==> config.mk <==
export PLATFORM = sky130hd
export DESIGN_NAME = bcd_display_scan
export DESIGN_NICKNAME = d
export VERILOG_FILES = /design/src/rtl/bcd_display_scan_pkg.sv /design/src/rtl/bcd_display_scan_to_7seg.sv /design/src/rtl/bcd_display_scan.sv
export SDC_FILE = /design/constraint.sdc
export NUM_CORES = 1
export LEC_CHECK = 0
export CAP_MARGIN = 20
export CORE_ASPECT_RATIO = 1.25
export CORE_MARGIN = 10
export CORE_UTILIZATION = 35
export DETAILED_ROUTE_END_ITERATION = 7
export SYNTH_ARGS = -nofsm -noshare
export SYNTH_HDL_FRONTEND = slang
export SYNTH_SLANG_ARGS = --single-unit
==> constraint.sdc <==
create_clock -name clk -period 2.25 [get_ports clk]
set_clock_uncertainty 0.05 [all_clocks]
set_input_delay 0.5625 -clock clk [delete_from_list [all_inputs] [get_ports clk]]
set_output_delay 0.5625 -clock clk [all_outputs]
set_load 0.03 [all_outputs]
==> src/rtl/bcd_display_scan_pkg.sv <==
// Shared constants for the BCD display path: digit sizing and the
// active-high {g,f,e,d,c,b,a} segment patterns.
package bcd_display_scan_pkg;

  localparam int NBITS_COUNT = 4;
  localparam int NUM_DIGITS  = 4;

  localparam logic [6:0] SEG_0    = 7'b0111111;
  localparam logic [6:0] SEG_1    = 7'b0000110;
  localparam logic [6:0] SEG_2    = 7'b1011011;
  localparam logic [6:0] SEG_3    = 7'b1001111;
  localparam logic [6:0] SEG_4    = 7'b1100110;
  localparam logic [6:0] SEG_5    = 7'b1101101;
  localparam logic [6:0] SEG_6    = 7'b1111101;
  localparam logic [6:0] SEG_7    = 7'b0000111;
  localparam logic [6:0] SEG_8    = 7'b1111111;
  localparam logic [6:0] SEG_9    = 7'b1101111;
  localparam logic [6:0] SEG_DASH = 7'b1000000;
  localparam logic [6:0] SEG_OFF  = 7'b0000000;

  typedef logic [1:0] digit_idx_t;

endpackage

==> src/rtl/bcd_display_scan_to_7seg.sv <==
// Combinational BCD digit to 7-segment decode; non-BCD codes render as a dash.
module bcd_to_7seg
  import bcd_display_scan_pkg::*;
(
  input  logic [NBITS_COUNT-1:0] bcd,
  output logic [6:0]             seg
);

  always_comb begin
    seg = SEG_DASH;
    case (bcd)
      4'd0: seg = SEG_0;
      4'd1: seg = SEG_1;
      4'd2: seg = SEG_2;
      4'd3: seg = SEG_3;
      4'd4: seg = SEG_4;
      4'd5: seg = SEG_5;
      4'd6: seg = SEG_6;
      4'd7: seg = SEG_7;
      4'd8: seg = SEG_8;
      4'd9: seg = SEG_9;
      default: seg = SEG_DASH;
    endcase
  end

endmodule

==> src/rtl/bcd_display_scan.sv <==
// Multiplexed 4-digit BCD display scanner with frame-synchronous digit
// capture, leading-zero blanking and registered seg/an outputs.
module bcd_display_scan
  import bcd_display_scan_pkg::*;
#(
  parameter int SCAN_DIV = 4,
  parameter int NDIGITS  = NUM_DIGITS
) (
  input  logic                           clk,
  input  logic                           reset,
  input  logic                           enable,
  input  logic                           blank_lz,
  input  logic [NDIGITS*NBITS_COUNT-1:0] digits,
  output logic [6:0]                     seg,
  output logic [NDIGITS-1:0]             an
);

  localparam int PW = (SCAN_DIV > 1) ? $clog2(SCAN_DIV) : 1;
  localparam logic [PW-1:0] PS_MAX = PW'(SCAN_DIV - 1);

  logic [PW-1:0]                    ps_q, ps_d;
  digit_idx_t                       idx_q, idx_d;
  logic [NDIGITS*NBITS_COUNT-1:0]   shadow_q, shadow_d;
  logic [6:0]                       seg_q, seg_d;
  logic [NDIGITS-1:0]               an_q, an_d;

  logic                             ps_wrap;
  logic [NBITS_COUNT-1:0]           cur_digit;
  logic [6:0]                       cur_seg;
  logic [NDIGITS-1:0]               blank;

  assign ps_wrap   = (ps_q == PS_MAX);
  assign cur_digit = shadow_q[{idx_q, 2'b00} +: NBITS_COUNT];

  bcd_to_7seg u_dec (
    .bcd (cur_digit),
    .seg (cur_seg)
  );

  // A digit is blanked only if it and every more-significant digit are zero.
  always_comb begin
    blank = '0;
    for (int i = NDIGITS - 1; i >= 1; i--) begin
      if (i == NDIGITS - 1)
        blank[i] = blank_lz && (shadow_q[i*NBITS_COUNT +: NBITS_COUNT] == '0);
      else
        blank[i] = blank[i+1] && (shadow_q[i*NBITS_COUNT +: NBITS_COUNT] == '0);
    end
  end

  always_comb begin
    ps_d     = ps_q;
    idx_d    = idx_q;
    shadow_d = shadow_q;
    if (enable) begin
      ps_d = ps_wrap ? '0 : ps_q + PW'(1);
      if (ps_wrap) begin
        idx_d = idx_q + 2'd1;
        // New digits are taken only at the frame boundary to avoid torn frames.
        if (idx_q == 2'd3)
          shadow_d = digits;
      end
    end
  end

  always_comb begin
    seg_d = SEG_OFF;
    an_d  = '0;
    if (enable && !blank[idx_q]) begin
      seg_d = cur_seg;
      an_d  = NDIGITS'(1) << idx_q;
    end
  end

  always_ff @(posedge clk or posedge reset) begin
    if (reset) begin
      ps_q     <= '0;
      idx_q    <= '0;
      shadow_q <= '0;
      seg_q    <= '0;
      an_q     <= '0;
    end else begin
      ps_q     <= ps_d;
      idx_q    <= idx_d;
      shadow_q <= shadow_d;
      seg_q    <= seg_d;
      an_q     <= an_d;
    end
  end

  assign seg = seg_q;
  assign an  = an_q;

endmodule

# Yosys cells after proc, flatten, opt, wreduce, memory -nomap -nowiden
# Memory sizes are Yosys's and may differ from the RTL's.
# Cells that the tools add are included.
[op_classes]
magnitude_cmp = 1
multipliers = 0
shifts = 2
eq_ne = 2
n_reduce_logical = 10
mux = 5
addsub = 2
div_mod_pow = 0
n_bitwise = 0
[op_table]
columns = ["operator", "count"]
rows = [
  ["$shiftx A16 B5 Y4", 1],
  ["$logic_not A4 Y1", 3],
  ["$mux W7", 1],
  ["$add A2 B1 Y2 const B", 2],
  ["$eq A2 B2 Y1 const B", 2],
  ["$logic_and A1 B1 Y1", 4],
  ["$mux W4", 1],
  ["$shl A1 B2 Y4 const A", 1],
  ["$lt A2 B3 Y1 const B", 1],
  ["$reduce_and A3 Y1", 1],
  ["$bmux W1 S2", 1],
  ["$mux W2", 1],
  ["$reduce_and A2 Y1", 1],
  ["$logic_not A1 Y1", 1],
  ["$mux W1", 1],
]
[word_totals]
ram_bits = 0
latch_bits = 0
reg_bits = 31
memories = 1
rom_bits = 112
inputBits = 20
word_cells = 28
[mem_list]
columns = ["memory", "depth", "width", "read_ports", "rd_clocked_by_memory_dff", "write_ports", "line_no", "text"]
rows = [
  ["(name not given)", 16, 7, 1, 0, 0, "bcd_display_scan_to_7seg.sv:11", "case (bcd)"],
]

# Logic depth before layout (Yosys ltp)
[logic_depth]
ltp_word = 9
depth_mapped = 8

# Hierarchy
# From an unflattened synthesis, not the netlist that was laid out.
[hier_totals]
hier_cells = 130
hier_area_um2 = 1591.5
[modules_own_cells]
columns = ["module", "area_each_um2", "seq_area_each_um2", "cells_each", "instances"]
rows = [
  ["bcd_display_scan", 1366.3, 775.7, 101, 1],
  ["bcd_to_7seg", 225.2, 0.0, 29, 1],
]

# Worst setup path before layout
# No wires, ideal clock.
[synth_path]
path_kind = "reg2reg"
from = "reg idx_q[0]"
to = "reg seg_q[5], in the netlist seg[5]"
arrival_ns = 1.839
path_stages_with_launch = 8
path_buffers = 1
required_ns = 2.113
setup_slack_ns = 0.275
synth_period_minus_slack_ns = 1.975
cell_sequence = "dfrtp_1 buf_6 mux4_1 inv_1 ha_1 nor2_1 a211o_1 a211oi_2"
[synth_via]
elab_chain_cells = 5
[synth_rtl]
columns = ["element", "line_no", "text"]
rows = [
  ["start, declared", "bcd_display_scan.sv:22", "digit_idx_t idx_q, idx_d;"],
  ["start signal, assigned", "bcd_display_scan.sv:84", "idx_q <= idx_d;"],
  ["parallel branches: the longest is 4 deep, another holds $mem_v2 Z16 W7", "--", ""],
  ["$mux W7 *", "bcd_display_scan.sv:69", "if (enable && !blank[idx_q]) begin"],
  ["named net seg_d[5]", "bcd_display_scan.sv:24", "logic [6:0] seg_q, seg_d;"],
  ["end signal, assigned", "bcd_display_scan.sv:86", "seg_q <= seg_d;"],
  ["end, declared", "bcd_display_scan.sv:24", ""],
]
# Mark *: on every way through the listed nets, which the timed path passes. The select of a mux whose other input is x is not followed.
# A chain may end at the register's enable or synchronous reset.

# Final worst setup path
# Same ends and word-level chain as after synthesis.

==> key figures <==
Routing
  – Via Count: 1005
  – TritonRoute pass-1 iters: 4
  – DRC violation total after the first TritonRoute iteration: 28
  – Ratio of routed vias to standard cells: 4.70
  – Routed length per instance: 13.6 um
  – Drt drc: 0
  – Post-route antenna net violation count: 0
  – Post-detailed-routing wire length: 2910 um

Worst hold path
  – Worst hold stages: 1
  – Type of the tightest min-delay check: reg2reg
  – Hold Startpoint: shadow_q[0]
  – Hold Crit Endpoint: shadow_q[0]

Power and ir drop
  – Switch Pwr: 1.08 mW
  – Static leakage: 0.930 nW
  – Combinational cell fraction of total power: 48.5%
  – Total power density per cell area: 1440 nW/um2
  – Switching part of the total: 36.7%
  – Share of total power in the clock network: 18.8%
  – Share of total power in sequential cells: 32.6%
  – Internal power: 1.85 mW
  – Worst voltage drop across the vdd grid: 513 uV
  – Power consumption: 2.93 mW

Critical path
  – Max incr delay on CP: 0.62 ns
  – Source of the worst register-to-register timing path: idx_q[0]
  – Worst setup path class: reg2reg
  – Crit path max-delay family: multiplexers
  – FF-to-FF setup slack: 0.31 ns
  – Nature of the critical path endpoint: register
  – Startpoint Class: register
  – Largest driver fanout on the critical path: 3
  – Worst-case reg-to-reg path depth: 6
  – Data required time at the worst endpoint: 2.40 ns
  – Library cell contributing the largest single delay on the critical path: mux4_1
  – CP Buf/Inv Count: 1
  – Data arrival time at the worst-slack endpoint: 2.10 ns
  – Critical-path cell list: mux4_1 > inv_1 > ha_1 > nor2_1 > a211o_1 > a211oi_2
  – Capture point of the worst reg-to-reg path: seg[5]

Floorplan
  – Std-Cell Rows: 27
  – Initial Util: 35.8%
  – IO Count: 31
  – Core area: 4320 um2
  – Die extent in y: 94.3 um
  – Die X-Extent: 79.5 um
  – Total die area: 7490 um2

Layout
  – Synth-to-Final Area Change: 31.6%
  – Fill count: 429
  – Finished Cell Area: 2030 um2
  – Count of non-filler cells in the finished layout: 214
  – Diode insertion count for antenna repair: 0
  – Total area of sequential cells: 776 um2
  – Number of nets in the layout: 185
  – Share of cells above drive strength 1: 24.4%
  – Footprint of the multi-input gates: 697 um2

Clock network
  – Setup Fix Bufs, Post-CTS: 0
  – Longest Clk Path Bufs: 2
  – Count of hold buffers inserted by post-cts repair: 0
  – CTS HTree Levels: 2
  – Root buffer cell: clkbuf_8
  – TritonCTS clock tree: done
  – Latest clock arrival within the worst-skew pair: 0.28 ns
  – Number of resized instances in the post-cts repair step: 0
  – Number of CTS-inserted buffers: 5
  – CTS sink count: 31
  – CTS clock-pin slew for the worst setup and hold paths: 0.07 ns

Synth
  – Proportion of synthesized chip area in sequential cells: 50.2%
  – Synthesized instance count: 119
  – Dominant cells by area after synthesis: dfrtp_1 50%, mux2_2 14%, ha_1 8.1%
  – Mapped Area: 1550 um2
  – Most frequently used cell type in the post-synthesis netlist: dfrtp_1
  – Count of yosys warnings during synthesis: 0
  – Cell taking the most area after synthesis: dfrtp_1
  – Async SR Flop Fraction: 100%
  – Leading cell types by count after synthesis: 31 x dfrtp_1, 19 x mux2_2, 10 x ha_1
  – Post-Synthesis Mean Instance Area: 13.0 um2
  – EDFF count, synth: 0
  – Most used flip-flop cell after synthesis: dfrtp_1
  – Post-synthesis sequential element count: 31
  – Net count of the mapped netlist: 149
  – Area share of the largest cell type after synthesis: 50.2%
  – Distinct cell type count after synthesis: 26

GRT
  – Wire length of the first global-routing pass: 5010 um
  – Total global routing track utilization: 8.44%
  – Largest net degree at the start of global routing: 32
  – Via count of the first global-routing pass: 1086
  – Number of antenna violations at the first check in global routing: 0
  – Overflow after GRT: 0

Placed design
  – Hpwl dp: 2380 um
  – Post-Place Cells: 206
  – Buffers added on ports: 30
  – Standard cell area after detailed placement: 1920 um2
  – Placer's final routability congestion estimate: 0.801

Timing
  – Setup repair after global routing missed its margin: no
  – Achievable Freq: 514 MHz
  – Total count of hold-check failures in the final report: 0
  – Final setup violating endpoints: 0
  – Setup TNS: 0 ns
  – Transition at the pin with the smallest max-transition slack: 0.374 ns
  – Fin Hold WS: 0.459 ns
  – Final-report max-slew violation count: 0
  – Portion of the clock cycle consumed by the worst path in the final layout: 86.4%
  – Time the final worst path needs with I/O delays and setup: 1.94 ns
  – Worst slew margin relative to its limit: 75.1%

Job
  – Max-cap violation count: 0

Status
  – Status: finished clean
placed cells by master (no fill, tap or decap), types with 4 or more instances in the layout:
master	netlist	final
dfrtp_1	31	31
clkdlybuf4s50_1	0	30
mux2_2	19	19
ha_1	10	10
inv_1	9	9
clkbuf_8	0	6
nor2_1	5	5
buf_4	0	5
a21oi_1	4	4
nor3b_1	4	4
and3b_1	4	4
flip-flops by register name, summed over array words and instances (netlist names):
signal / flops
idx_q: 2
an: 4
ps_q: 2
seg: 7
shadow_q: 16
per-layer routing:
layer	up-vias	track usage [%]	wire length (um)
met4	0	3.14	26
met1	486	8.32	1130
li1	484	-	-
met2	31	15.1	1560
met3	4	3.83	193
met5	-	0	0
layout make-up:
| type | instances | area share, % |
|---|---|---|
| multi-input combinational | 73 | 34.3 |
| tap | 58 | 3.57 |
| clock buffer | 6 | 4.06 |
| inverter | 9 | 1.66 |
| clock inverter | 2 | 1.72 |
| timing repair buffer | 35 | 16.6 |
| sequential | 31 | 38.1 |
cells by family (layout without fill, tap and decap cells):
group	after synthesis	after routing	share of synthesized area [%]
xor+xnor	1	1	0.566
buf+inv	15	52	4.77
flops	31	31	50.2
mux	25	25	21.2
compound gates	12	12	4.77
simple gates	25	25	10.4
fa+ha+maj	10	10	8.09
power by group through the flow:
| stage | clock, mW | combinational (mW) | sequential [mW] |
|---|---|---|---|
| 2_1_floorplan | 0 | 0.968 | 1.07 |
| 3_3_place_gp | 0 | 1.40 | 0.959 |
| 3_5_place_dp | 0 | 1.44 | 0.972 |
| 4_1_cts | 0.573 | 1.45 | 0.962 |
| 5_1_grt | 0.600 | 1.61 | 0.987 |
| 6_report | 0.552 | 1.42 | 0.956 |
metrics by stage:
stage | utilization, % | worst slack (ns)
floorplan | - | 0.275
global placement | 44.3 | 0.348
detailed placement | 44.3 | 0.307
CTS | 47.0 | 0.286
global route | 47.0 | 0.157
finish | 47.0 | 0.306
how the worst max path moves through the flow:
stage | from | end | slack (ns) | depth (start not counted)
after floorplan | idx_q[0] | seg[5] | 0.27 | 7
after CTS | idx_q[0] | seg[5] | 0.29 | 6
after detailed placement | idx_q[0] | seg[5] | 0.31 | 6
after global placement | idx_q[0] | seg[5] | 0.35 | 6
final | idx_q[0] | seg[5] | 0.31 | 6
after global routing | idx_q[0] | seg[3] | 0.16 | 7
worst reg2reg max path, cell delays in order, from the launching register on:
cell and delay, ns:
dfrtp_1 0.40, mux4_1 0.62, inv_1 0.14, ha_1 0.17, nor2_1 0.05, a211o_1 0.27
a211oi_2 0.16
Note: power is estimated with default switching activity, not from simulation.
